--- src/rtl/freq_counter_multi.sv ---
// freq_counter_multi: multi-channel gated frequency counter, single-shot or back-to-back windows
//   clk, reset_n (async active-low); enable_i, continuous_i, start_i, gate_len_i control the window
//   sig_i: asynchronous inputs; count_o/overflow_o: last completed window, valid_o pulses on update
//   busy_o: window open; window_id_o: completed windows mod 256
//   FREQCNT_AVG_EN: report the 4-window running average instead of the raw last window
module freq_counter_multi #(
  parameter int NUM_CH      = 4,
  parameter int COUNT_WIDTH = 32,
  parameter int GATE_WIDTH  = 26,
  parameter int SYNC_STAGES = 2
) (
  input  logic                          clk,
  input  logic                          reset_n,
  input  logic                          enable_i,
  input  logic                          continuous_i,
  input  logic                          start_i,
  input  logic [GATE_WIDTH-1:0]         gate_len_i,
  input  logic [NUM_CH-1:0]             sig_i,
  output logic [NUM_CH*COUNT_WIDTH-1:0] count_o,
  output logic [NUM_CH-1:0]             overflow_o,
  output logic                          valid_o,
  output logic                          busy_o,
  output logic [7:0]                    window_id_o
);
  typedef enum logic {IDLE, GATE} state_t;
  state_t state_q, state_d;
  logic [SYNC_STAGES-1:0][NUM_CH-1:0] sync_q, sync_d;
  logic [NUM_CH-1:0] prev_q, prev_d, edge_det;
  logic [GATE_WIDTH-1:0] gcnt_q, gcnt_d, glen;
  logic [NUM_CH-1:0][COUNT_WIDTH-1:0] live_q, live_d, sat, count_q, count_d;
  logic [NUM_CH-1:0] ovfl_q, ovfl_d, sovf, ovf_q, ovf_d;
  logic valid_q, valid_d, done;
  logic [7:0] wid_q, wid_d;
`ifdef FREQCNT_AVG_EN
  logic [3:0][NUM_CH-1:0][COUNT_WIDTH-1:0] hist_q, hist_d;
  logic [3:0][NUM_CH-1:0] hovf_q, hovf_d;
  logic [2:0] fill_q, fill_d;
  logic en_q, en_d;
  logic [COUNT_WIDTH+1:0] acc;
`endif
  always_comb begin
    sync_d   = {sync_q[SYNC_STAGES-2:0], sig_i};
    prev_d   = sync_q[SYNC_STAGES-1];
    edge_det = sync_q[SYNC_STAGES-1] & ~prev_q;
    glen     = (gate_len_i == '0) ? GATE_WIDTH'(1) : gate_len_i;
    for (int k = 0; k < NUM_CH; k++) begin
      sat[k]  = (&live_q[k]) ? live_q[k] : live_q[k] + COUNT_WIDTH'(edge_det[k]);
      sovf[k] = ovfl_q[k] | (&live_q[k] & edge_det[k]);
    end
    state_d = state_q;
    gcnt_d  = gcnt_q;
    live_d  = live_q;
    ovfl_d  = ovfl_q;
    count_d = count_q;
    ovf_d   = ovf_q;
    valid_d = 1'b0;
    wid_d   = wid_q;
    done    = 1'b0;
    if (state_q == IDLE) begin
      if (enable_i && (continuous_i || start_i)) begin
        state_d = GATE;
        gcnt_d  = glen;
        live_d  = '0;
        ovfl_d  = '0;
      end
    end else if (!enable_i) begin
      state_d = IDLE;
      live_d  = '0;
      ovfl_d  = '0;
    end else if (gcnt_q == GATE_WIDTH'(1)) begin
      done  = 1'b1;
      wid_d = wid_q + 8'd1;
      // back-to-back: next window's first cycle counts its own edge, so nothing is lost or doubled
      if (continuous_i) begin
        gcnt_d = glen;
        live_d = '0;
        ovfl_d = '0;
      end else begin
        state_d = IDLE;
      end
    end else begin
      gcnt_d = gcnt_q - GATE_WIDTH'(1);
      live_d = sat;
      ovfl_d = sovf;
    end
`ifdef FREQCNT_AVG_EN
    hist_d = hist_q;
    hovf_d = hovf_q;
    fill_d = fill_q;
    en_d   = enable_i;
    acc    = '0;
    if (done) begin
      hist_d = {hist_q[2:0], sat};
      hovf_d = {hovf_q[2:0], sovf};
      fill_d = (fill_q == 3'd4) ? 3'd4 : fill_q + 3'd1;
      if (fill_q >= 3'd3) begin
        valid_d = 1'b1;
        ovf_d   = hovf_d[0] | hovf_d[1] | hovf_d[2] | hovf_d[3];
        for (int k = 0; k < NUM_CH; k++) begin
          acc = (COUNT_WIDTH+2)'(hist_d[0][k]) + (COUNT_WIDTH+2)'(hist_d[1][k])
              + (COUNT_WIDTH+2)'(hist_d[2][k]) + (COUNT_WIDTH+2)'(hist_d[3][k]);
          count_d[k] = COUNT_WIDTH'(acc >> 2);
        end
      end
    end
    if (en_q && !enable_i) begin
      hist_d = '0;
      hovf_d = '0;
      fill_d = '0;
    end
`else
    if (done) begin
      count_d = sat;
      ovf_d   = sovf;
      valid_d = 1'b1;
    end
`endif
  end
  always_ff @(posedge clk or negedge reset_n) begin
    if (!reset_n) begin
      state_q <= IDLE;
      sync_q  <= '0;
      prev_q  <= '0;
      gcnt_q  <= '0;
      live_q  <= '0;
      ovfl_q  <= '0;
      count_q <= '0;
      ovf_q   <= '0;
      valid_q <= 1'b0;
      wid_q   <= '0;
`ifdef FREQCNT_AVG_EN
      hist_q  <= '0;
      hovf_q  <= '0;
      fill_q  <= '0;
      en_q    <= 1'b0;
`endif
    end else begin
      state_q <= state_d;
      sync_q  <= sync_d;
      prev_q  <= prev_d;
      gcnt_q  <= gcnt_d;
      live_q  <= live_d;
      ovfl_q  <= ovfl_d;
      count_q <= count_d;
      ovf_q   <= ovf_d;
      valid_q <= valid_d;
      wid_q   <= wid_d;
`ifdef FREQCNT_AVG_EN
      hist_q  <= hist_d;
      hovf_q  <= hovf_d;
      fill_q  <= fill_d;
      en_q    <= en_d;
`endif
    end
  end
  assign count_o     = count_q;
  assign overflow_o  = ovf_q;
  assign valid_o     = valid_q;
  assign busy_o      = (state_q == GATE);
  assign window_id_o = wid_q;
endmodule

--- config.mk ---
export PLATFORM = sky130hd
export DESIGN_NAME = freq_counter_multi
export DESIGN_NICKNAME = d
export VERILOG_FILES = /design/src/rtl/freq_counter_multi.sv
export SDC_FILE = /design/constraint.sdc
export NUM_CORES = 1
export LEC_CHECK = 0
export ABC_AREA = 1
export ABC_CLOCK_PERIOD_IN_PS = 5500
export BUFFER_PORTS_ARGS = -buffer_cell sky130_fd_sc_hd__buf_4
export CAP_MARGIN = 5
export CORE_MARGIN = 8
export CORE_UTILIZATION = 48
export DETAILED_ROUTE_END_ITERATION = 10
export PLACE_DENSITY = 0.77
export SLEW_MARGIN = 10
export SYNTH_ARGS = -nofsm -noshare
export SYNTH_HDL_FRONTEND = slang
export SYNTH_SLANG_ARGS = --single-unit
--- constraint.sdc ---
create_clock -name clk -period 5.5 [get_ports clk]
set_clock_uncertainty 0.15 [all_clocks]
set_input_delay 1.65 -clock clk [delete_from_list [all_inputs] [get_ports clk]]
set_output_delay 1.65 -clock clk [all_outputs]
set_load 0.005 [all_outputs]
==> metrics, run 1 <==
status=completed; root buf cell=sky130_fd_sc_hd__clkbuf_16; DR iter-0 viols=1287; number of flip-flops and latches in the synthesized netlist=312; Post-layout nets=2585; number of different library cells in the post-synthesis netlist=31; Top Ports=177; core outline area=35300 um^2; Max FO, Critical Path=74; # setup viols final=0; Util after Layout=0.562; Clock Tree Buf Depth=3; area fraction in compound gates after synthesis=0.0770; time the final worst path needs with I/O delays and setup=3870 ps; number of antenna violations at the first check in global routing=0; endpoints failing hold=0; worst hold start=sync_d[5]$_DFF_PN0_; number of resized instances in the post-cts repair step=0; First-pass DRT Iterations=5; overall overflow remaining after global route=0; vias in the first global route=15900; total CTS buffers=36; remaining max-slew budget at the tightest pin=0.279; Vias=16100; WP data required=5720 ps; remaining design rule violation count=0; average size of a mapped cell=7.14 um^2; areal power density over the cells=279 nW/um^2; post-synthesis simple-gate area fraction=0.361; full die area=41800 um^2; register clock-pin slew on the reported worst setup and hold paths=60 ps; TritonCTS clock tree=yes; Die Span Y=205 um; width of the die=205 um; wire length of the first global-routing pass=81100 um; Synthesized Nets=2436; Post-Synth Adder-Cell Area=0.00807; Area growth, synth to finish=16.3%; kind of start point of the critical path=input pin; Rows=69; worst-case vdd ir drop=0.194 mV; mean routed wirelength per cell=16.2 um; Least-Margin Pin Slew=1080 ps; fmax=0.258 GHz; leakage power of the design=9.65 nW; max-slew violation total from the final report=0; part of the Yosys area used for sequential elements=0.458; number of sinks driven by the clock tree=312; Arr. time, crit path=4090 ps; n_diodes=0; minimum setup slack in the final design=1630 ps; clock latency reported for the late side of the worst-skew pair=520 ps; period utilisation layout=0.704; RSZ-0062 raised after global routing=false; starting density of the core=0.483; proportion of layout cells with a drive suffix above 1=0.127; first element of the critical path=enable_i; type of the most critical hold path=flip-flop to flip-flop; fraction of synthesized cell area in xor and xnor cells=0.0257; worst setup slack after placement=1140 ps; fraction of synthesized area in multiplexers=0; post-CTS setup buffer count=0; depth of the CTS H-tree=2; critical path capture point type=flip-flop; total standard cell area after synthesis=17100 um^2; global routing usage summed across all routing layers=0.234; Post-CTS Hold Fix Bufs=0; final routed wirelength across all metal layers=49000 um; critical setup path kind=input pin to flip-flop; largest family of logic cells by synthesized area=simple AND/OR/NAND/NOR gates; pin count of the biggest net entering global routing=109; max-cap violations=0; number of routed nets with antenna violations=0; Via density=5.31; number of instances in the synthesized netlist=2390; number of synthesis warnings=0; gpl congestion=0.949; count of buffers from port buffering=176; final-layout setup total negative slack=0 ps; Detail Placement HPWL=35600 um; startpoint of the lowest-slack register-to-register path=gcnt_q[0]$_DFFE_PN0P_
-- placed cells by master (no fill, tap or decap), types with 4 or more instances in the layout --
cell type,n
sky130_fd_sc_hd__buf_4,188
sky130_fd_sc_hd__nor2_1,253
sky130_fd_sc_hd__o21ai_1,5
sky130_fd_sc_hd__nor3_1,83
sky130_fd_sc_hd__a31oi_1,40
sky130_fd_sc_hd__clkbuf_16,38
sky130_fd_sc_hd__clkbuf_1,12
sky130_fd_sc_hd__clkbuf_8,7
sky130_fd_sc_hd__xnor2_1,5
sky130_fd_sc_hd__clkinv_2,7
sky130_fd_sc_hd__nand2_1,948
sky130_fd_sc_hd__or2_2,13
sky130_fd_sc_hd__o21ai_0,113
sky130_fd_sc_hd__o21ai_2,50
sky130_fd_sc_hd__xor2_1,45
sky130_fd_sc_hd__nor2_2,8
sky130_fd_sc_hd__nand4_1,26
sky130_fd_sc_hd__inv_1,209
sky130_fd_sc_hd__dfrtp_1,312
sky130_fd_sc_hd__nand3_1,168
sky130_fd_sc_hd__a21oi_1,4
sky130_fd_sc_hd__ha_1,11
-- Yosys cell counts, drive strengths merged --
cell | instances | area (um^2)
nand2 | 951 | 3580
clkbuf | 40 | 150
nand3b | 3 | 22.5
dfrtp | 312 | 7810
nor2 | 263 | 1010
ha | 11 | 138
nor3 | 83 | 415
or2 | 14 | 87.6
a21o | 1 | 7.51
a31oi | 40 | 250
nand4 | 26 | 163
buf | 40 | 259
xor2 | 45 | 394
inv | 213 | 800
a21boi | 1 | 7.51
nand3 | 170 | 868
a21oi | 4 | 20.0
xnor2 | 5 | 43.8
o21ai | 168 | 1030
-- worst paths after layout --
kind / end / slack [ps] / cells after the start
max: live_q[65]$_DFFE_PN0P_ / 1630 / 9
min: prev_d[1]$_DFF_PN0_ / 200 / 0
max reg2reg: live_q[65]$_DFFE_PN0P_ / 2080 / 13
min reg2reg: prev_d[1]$_DFF_PN0_ / 200 / 0
max in group asynchronous: live_q[19]$_DFFE_PN0P_ / 3110 / 2
min in group asynchronous: live_q[53]$_DFFE_PN0P_ / 1060 / 1
-- cell families after synthesis --
logic type	Yosys count
AOI/OAI and AO/OA	214
xor gates and xnor gates	50
adders and majority gates	11
buffers and inverters	293
DFF	312
and+or+nand+nor	1510
-- per-stage QoR --
stage | hold WS, ps | power, W | instance area, um^2 | instances
after global placement | 184 | 0.00324 | 18700 | 2962
after global routing | 217 | 0.00580 | 19800 | 3026
after detailed placement | 186 | 0.00325 | 18700 | 2962
after floorplan | 181 | 0.00304 | 17100 | 2390
final | 195 | 0.00554 | 19800 | 3026
after CTS | 198 | 0.00558 | 19800 | 3026
-- routing by layer --
layer  global-route usage  share of wire  up-vias
li1                     -              -     7856
met1                0.316           0.44     7590
met2                0.376           0.46      505
met3               0.0410          0.064      113
met4               0.0859          0.036        0
met5                    0              0        -
-- where the power goes --
part           internal (W)  total [W]  switching [W]
logic              0.000202   0.000711       0.000508
clock network       0.00136    0.00231       0.000944
registers           0.00240    0.00252       0.000120
-- sequential cells by signal, indices dropped and copies added (netlist names) --
register	flops
live_q	128
ovfl_q	4
gcnt_q	26
count_o	128
prev_q	4
valid_o	1
overflow_o	4
prev_d	4
busy_o	1
window_id_o	8
sync_d	4
-- worst max-delay path, cell delays in order --
cell and delay (ps):
sky130_fd_sc_hd__buf_4 140, sky130_fd_sc_hd__nand2_1 180, sky130_fd_sc_hd__inv_1 80, sky130_fd_sc_hd__nand2_1 110, sky130_fd_sc_hd__nand2_4 240, sky130_fd_sc_hd__clkinv_2 90
sky130_fd_sc_hd__buf_4 750, sky130_fd_sc_hd__buf_4 600, sky130_fd_sc_hd__o21ai_0 180
-- final cells by class --
cell class	count	area, um^2
Multi-Input combinational cell	1785	8050
Sequential cell	312	7810
Timing Repair Buffer	191	1470
Fill cell	3370	15500
Clock inverter	7	51.3
Clock buffer	57	1090
Tap cell	461	577
Inverter	213	803
(Power assumes the default switching activity.)
==> inputs of run 2 (changes only) <==
--- a/config.mk
+++ b/config.mk
@@ -6,13 +6,13 @@
 export NUM_CORES = 1
 export LEC_CHECK = 0
 export ABC_AREA = 1
-export ABC_CLOCK_PERIOD_IN_PS = 5500
+export ABC_CLOCK_PERIOD_IN_PS = 3200
 export BUFFER_PORTS_ARGS = -buffer_cell sky130_fd_sc_hd__buf_4
 export CAP_MARGIN = 5
 export CORE_MARGIN = 8
 export CORE_UTILIZATION = 48
 export DETAILED_ROUTE_END_ITERATION = 10
-export PLACE_DENSITY = 0.77
+export PLACE_DENSITY = 0.8
 export SLEW_MARGIN = 10
 export SYNTH_ARGS = -nofsm -noshare
 export SYNTH_HDL_FRONTEND = slang
==> constraint.sdc (replaced) <==
create_clock -name clk -period 3.2 [get_ports clk]
set_clock_uncertainty 0.15 [all_clocks]
set_input_delay 0.96 -clock clk [delete_from_list [all_inputs] [get_ports clk]]
set_output_delay 0.96 -clock clk [all_outputs]
set_load 0.005 [all_outputs]
==> run 2 against run 1 <==
First-iteration DRC count is 9.8% higher. Design area is 0.74% higher. Sequential share of layout area fell by 0.29 points. Critical path depth rose by 4. Via count rose by 1.1%. Hold slack better by 1.1 ps. Non-clock buffer count is 15 higher. Total power rose by 73%. Register-to-register slack worse by 1400 ps. Die area unchanged. Clock power is 71% higher. Global-route usage rose by 0.10 points.
==> metrics, run 2 (synthesized netlist as in run 1, its figures left out) <==
status=completed; overall overflow remaining after global route=0; Top Ports=177; root buf cell=sky130_fd_sc_hd__clkbuf_16; depth of the CTS H-tree=2; fmax=0.395 GHz; width of the die=205 um; total CTS buffers=35; gpl congestion=0.959; count of buffers from port buffering=176; post-CTS setup buffer count=0; Area growth, synth to finish=17.2%; minimum setup slack in the final design=667 ps; period utilisation layout=0.792; Arr. time, crit path=2820 ps; number of resized instances in the post-cts repair step=0; Least-Margin Pin Slew=641 ps; remaining design rule violation count=0; final-layout setup total negative slack=0 ps; worst setup slack after placement=636 ps; Post-layout nets=2599; areal power density over the cells=478 nW/um^2; RSZ-0062 raised after global routing=false; max-slew violation total from the final report=0; Via density=5.34; number of sinks driven by the clock tree=312; core outline area=35300 um^2; final instance area=20000 um^2; Die Span Y=205 um; worst-case vdd ir drop=0.318 mV; n_diodes=0; total power=0.00955 W; max-cap violations=0; Max FO, Critical Path=69; register clock-pin slew on the reported worst setup and hold paths=60 ps; most frequent standard cell in the layout excluding fill and tap cells=sky130_fd_sc_hd__nand2_1; kind of start point of the critical path=flip-flop; TritonCTS clock tree=yes; number of routed nets with antenna violations=0; final routed wirelength across all metal layers=49200 um; maximum single-stage delay on the critical path=380 ps; First-pass DRT Iterations=8; mean routed wirelength per cell=16.2 um; Placed Area=18900 um^2; number of antenna violations at the first check in global routing=0; remaining max-slew budget at the tightest pin=0.573; type of the most critical hold path=flip-flop to flip-flop; clock latency reported for the late side of the worst-skew pair=530 ps; # setup viols final=0; critical-path cell list=inv_1, ha_1, inv_1, nor2_1, nand3_1, nor2_2, nand3_4, nor2_2, nand2_1, nand2_4, clkinv_2, buf_12, o21ai_0; time the final worst path needs with I/O delays and setup=2530 ps; Clock Tree Buf Depth=3; WP data required=3480 ps; pin count of the biggest net entering global routing=85; vias in the first global route=16000; commonest cells after routing, fill and taps aside=948 x sky130_fd_sc_hd__nand2_1, 312 x sky130_fd_sc_hd__dfrtp_1, 253 x sky130_fd_sc_hd__nor2_1; DR iter-0 viols=1413; endpoints failing hold=0; wire length of the first global-routing pass=81700 um; full die area=41800 um^2; leakage power of the design=9.75 nW; Util after Layout=0.566; Vias=16200; Slowest cell on crit path=sky130_fd_sc_hd__dfrtp_1; Post-CTS Hold Fix Bufs=0; global routing usage summed across all routing layers=0.235; critical setup path kind=flip-flop to flip-flop; proportion of layout cells with a drive suffix above 1=0.133; critical path capture point type=flip-flop; Detail Placement HPWL=36300 um; starting density of the core=0.483; Rows=69
[run 2: changes by cell type in the layout (fill, tap and decap cells not counted), sizes merged]
cell | before | now
bufinv | 0 | 1
clkinvlp | 2 | 1
clkbuf | 57 | 50
buf | 191 | 206
clkinv | 8 | 12
inv | 210 | 212
[run 2: power breakdown]
group          total, W  switching [W]  internal, W
combinational   0.00127       0.000892     0.000378
clock           0.00395        0.00165      0.00230
sequential      0.00433       0.000208      0.00412
[run 2: cell type report]
type,instances,area [um^2]
multi-input combinational,1785,8050
timing repair buffer,206,1630
tap,461,577
inverter,213,803
clock buffer,50,1010
clock inverter,13,115
sequential,312,7810
fill,3337,15300
[run 2: critical path, delay by kind of cell (launching register included)]
family          cells  cell delay, ps
compound gates      1             220
fa+ha+maj           1             240
buf+inv             4             530
flops               1             380
simple gates        7             900
[run 2: layer usage]
| metal | track usage | wire length [um] |
|---|---|---|
| met2 | 0.387 | 22800 |
| met5 | 0 | 0 |
| met1 | 0.314 | 21500 |
| met3 | 0.0448 | 3590 |
| met4 | 0.0674 | 1290 |
[run 2: stage by stage]
step | hold WS [ps] | cells
2_1_floorplan | 181 | 2390
3_3_place_gp | 183 | 2977
3_5_place_dp | 186 | 2977
4_1_cts | 199 | 3040
5_1_grt | 213 | 3040
6_report | 196 | 3040
[run 2: path summary, 6_finish.rpt]
path                                        from                       to  slack [ps]  cells after the start
max                        gcnt_q[1]$_DFFE_PN0P_   live_q[74]$_DFFE_PN0P_         670                     13
min                          sync_d[6]$_DFF_PN0_      prev_d[2]$_DFF_PN0_         200                      0
max reg2reg                gcnt_q[1]$_DFFE_PN0P_   live_q[74]$_DFFE_PN0P_         670                     13
min reg2reg                  sync_d[6]$_DFF_PN0_      prev_d[2]$_DFF_PN0_         200                      0
max in group asynchronous                reset_n  count_o[23]$_DFFE_PN0P_        1850                      2
min in group asynchronous                reset_n   live_q[36]$_DFFE_PN0P_         220                      1
==> inputs of run 3 (changes only) <==
--- a/config.mk
+++ b/config.mk
@@ -6,13 +6,13 @@
 export NUM_CORES = 1
 export LEC_CHECK = 0
 export ABC_AREA = 1
-export ABC_CLOCK_PERIOD_IN_PS = 3200
+export ABC_CLOCK_PERIOD_IN_PS = 2400
 export BUFFER_PORTS_ARGS = -buffer_cell sky130_fd_sc_hd__buf_4
 export CAP_MARGIN = 5
 export CORE_MARGIN = 8
 export CORE_UTILIZATION = 48
 export DETAILED_ROUTE_END_ITERATION = 10
-export PLACE_DENSITY = 0.8
+export PLACE_DENSITY = 0.77
 export SLEW_MARGIN = 10
 export SYNTH_ARGS = -nofsm -noshare
 export SYNTH_HDL_FRONTEND = slang
==> constraint.sdc (replaced) <==
create_clock -name clk -period 2.4 [get_ports clk]
set_clock_uncertainty 0.15 [all_clocks]
set_input_delay 0.72 -clock clk [delete_from_list [all_inputs] [get_ports clk]]
set_output_delay 0.72 -clock clk [all_outputs]
set_load 0.005 [all_outputs]
==> run 3 against run 2 <==
Cell count increased by 1.3%. Utilization increased by 1.4 points. Die area stayed put. Register-to-register slack worse by 510 ps. Via count is 0.51% higher. Critical endpoint is now window_id_o[3]$_DFFE_PN0P_. Highest routed layer unchanged.
==> metrics, run 3 (synthesized netlist as in run 1, its figures left out) <==
maximum single-stage delay on the critical path=420 ps; Area growth, synth to finish=20.2%; n_diodes=0; First-pass DRT Iterations=7; WP data required=2650 ps; critical path capture point type=flip-flop; global routing usage summed across all routing layers=0.235; Detail Placement HPWL=36100 um; critical path's most frequent cell=sky130_fd_sc_hd__nand2_1; overall overflow remaining after global route=0; pin count of the biggest net entering global routing=78; full die area=41800 um^2; Arr. time, crit path=2490 ps; Slowest cell on crit path=sky130_fd_sc_hd__dfrtp_1; root buf cell=sky130_fd_sc_hd__clkbuf_16; depth of the CTS H-tree=2; Util after Layout=0.581; core outline area=35300 um^2; width of the die=205 um; count of buffers from port buffering=176; number of routed nets with antenna violations=0; gpl congestion=0.943; period utilisation layout=0.934; critical-path cell list=nor2_2, nand2_1, inv_1, nand2_1, nor2_2, nand2_1, nor2_4, buf_4, buf_12, nand2_1, xor2_1; Die Span Y=205 um; final-layout worst hold slack=160 ps; met2 usage=0.388; number of antenna violations at the first check in global routing=0; final routed wirelength across all metal layers=50500 um; most frequent standard cell in the layout excluding fill and tap cells=sky130_fd_sc_hd__nand2_1; remaining design rule violation count=0; CP top delay family=simple AND/OR/NAND/NOR gates; remaining max-slew budget at the tightest pin=0.660; met3 capacity usage during global routing=0.0357; Least-Margin Pin Slew=506 ps; Via density=5.30; type of the most critical hold path=input pin to flip-flop; commonest cells after routing, fill and taps aside=948 x sky130_fd_sc_hd__nand2_1, 312 x sky130_fd_sc_hd__dfrtp_1, 245 x sky130_fd_sc_hd__nor2_1; critical setup path kind=flip-flop to flip-flop; clock latency reported for the late side of the worst-skew pair=520 ps; vias in the first global route=16000; mean routed wirelength per cell=16.4 um; M1 GR Usage=0.319; Vias=16300; total CTS buffers=36; status=completed; wire length of the first global-routing pass=81600 um; register clock-pin slew on the reported worst setup and hold paths=60 ps; Top Ports=177; kind of start point of the critical path=flip-flop; Clock Tree Buf Depth=3; DR iter-0 viols=1136; leakage power of the design=10.0 nW; Post-layout nets=2638; starting density of the core=0.483; number of sinks driven by the clock tree=312; endpoints failing hold=0; Rows=69; worst path bufs/invs=3; Max FO, Critical Path=27; TritonCTS clock tree=yes; max-slew violation total from the final report=0; areal power density over the cells=635 nW/um^2; proportion of layout cells with a drive suffix above 1=0.149; final-layout setup total negative slack=0 ps; most used routing layer in global routing=met2; time the final worst path needs with I/O delays and setup=2240 ps; max-cap violations=0; # setup viols final=0; fmax=0.446 GHz; worst-case vdd ir drop=0.534 mV
run 3: metrics by stage:
stage          cell area (um^2)  std cells  setup WS (ps)  total power, W
2_1_floorplan             17100       2390            321         0.00696
3_3_place_gp              19200       3006            163         0.00755
3_5_place_dp              19200       3006            108         0.00760
4_1_cts                   20400       3070           83.9          0.0131
5_1_grt                   20500       3078          -2.51          0.0136
6_report                  20500       3078            157          0.0130
run 3: timing repair:
action | 4_1_cts | 5_1_grt
endpoints found under the hold margin | 37 | 0
hold buffers | 1 | 0
resized for setup | 0 | 19
setup endpoints to repair | 0 | 143
buffers inserted | 0 | 5
run 3: power breakdown:
| part | internal [W] | switching [W] | total, W |
|---|---|---|---|
| combinational | 0.000583 | 0.00123 | 0.00182 |
| sequential | 0.00549 | 0.000268 | 0.00576 |
| clock | 0.00328 | 0.00216 | 0.00544 |
| total | 0.00936 | 0.00366 | 0.0130 |
run 3: area by class of cell:
class                           count  area (um^2)
Fill cell                        3284        14800
Tap cell                          461          577
Inverter                          213          805
Timing Repair Buffer              244         2060
Sequential cell                   312         7810
Multi-Input combinational cell   1785         8080
Clock buffer                       52         1060
Clock inverter                     11          109
run 3: layer usage:
metal | part of all wire | routed length (um)
met5 | 0 | 0
met4 | 0.024 | 1240
met3 | 0.056 | 2840
met2 | 0.47 | 23700
met1 | 0.45 | 22700
run 3: final timing paths:
path	from	end	slack, ps	cells past startpoint
setup / recovery	gcnt_q[9]$_DFFE_PN0P_	window_id_o[3]$_DFFE_PN0P_	160	11
hold / removal	sig_i[1]	sync_d[5]$_DFF_PN0_	160	1
setup reg to reg	gcnt_q[9]$_DFFE_PN0P_	window_id_o[3]$_DFFE_PN0P_	160	11
hold reg to reg	sync_d[7]$_DFF_PN0_	prev_d[3]$_DFF_PN0_	200	0
max in group asynchronous	reset_n	count_o[81]$_DFFE_PN0P_	780	3
min in group asynchronous	reset_n	live_q[54]$_DFFE_PN0P_	540	2
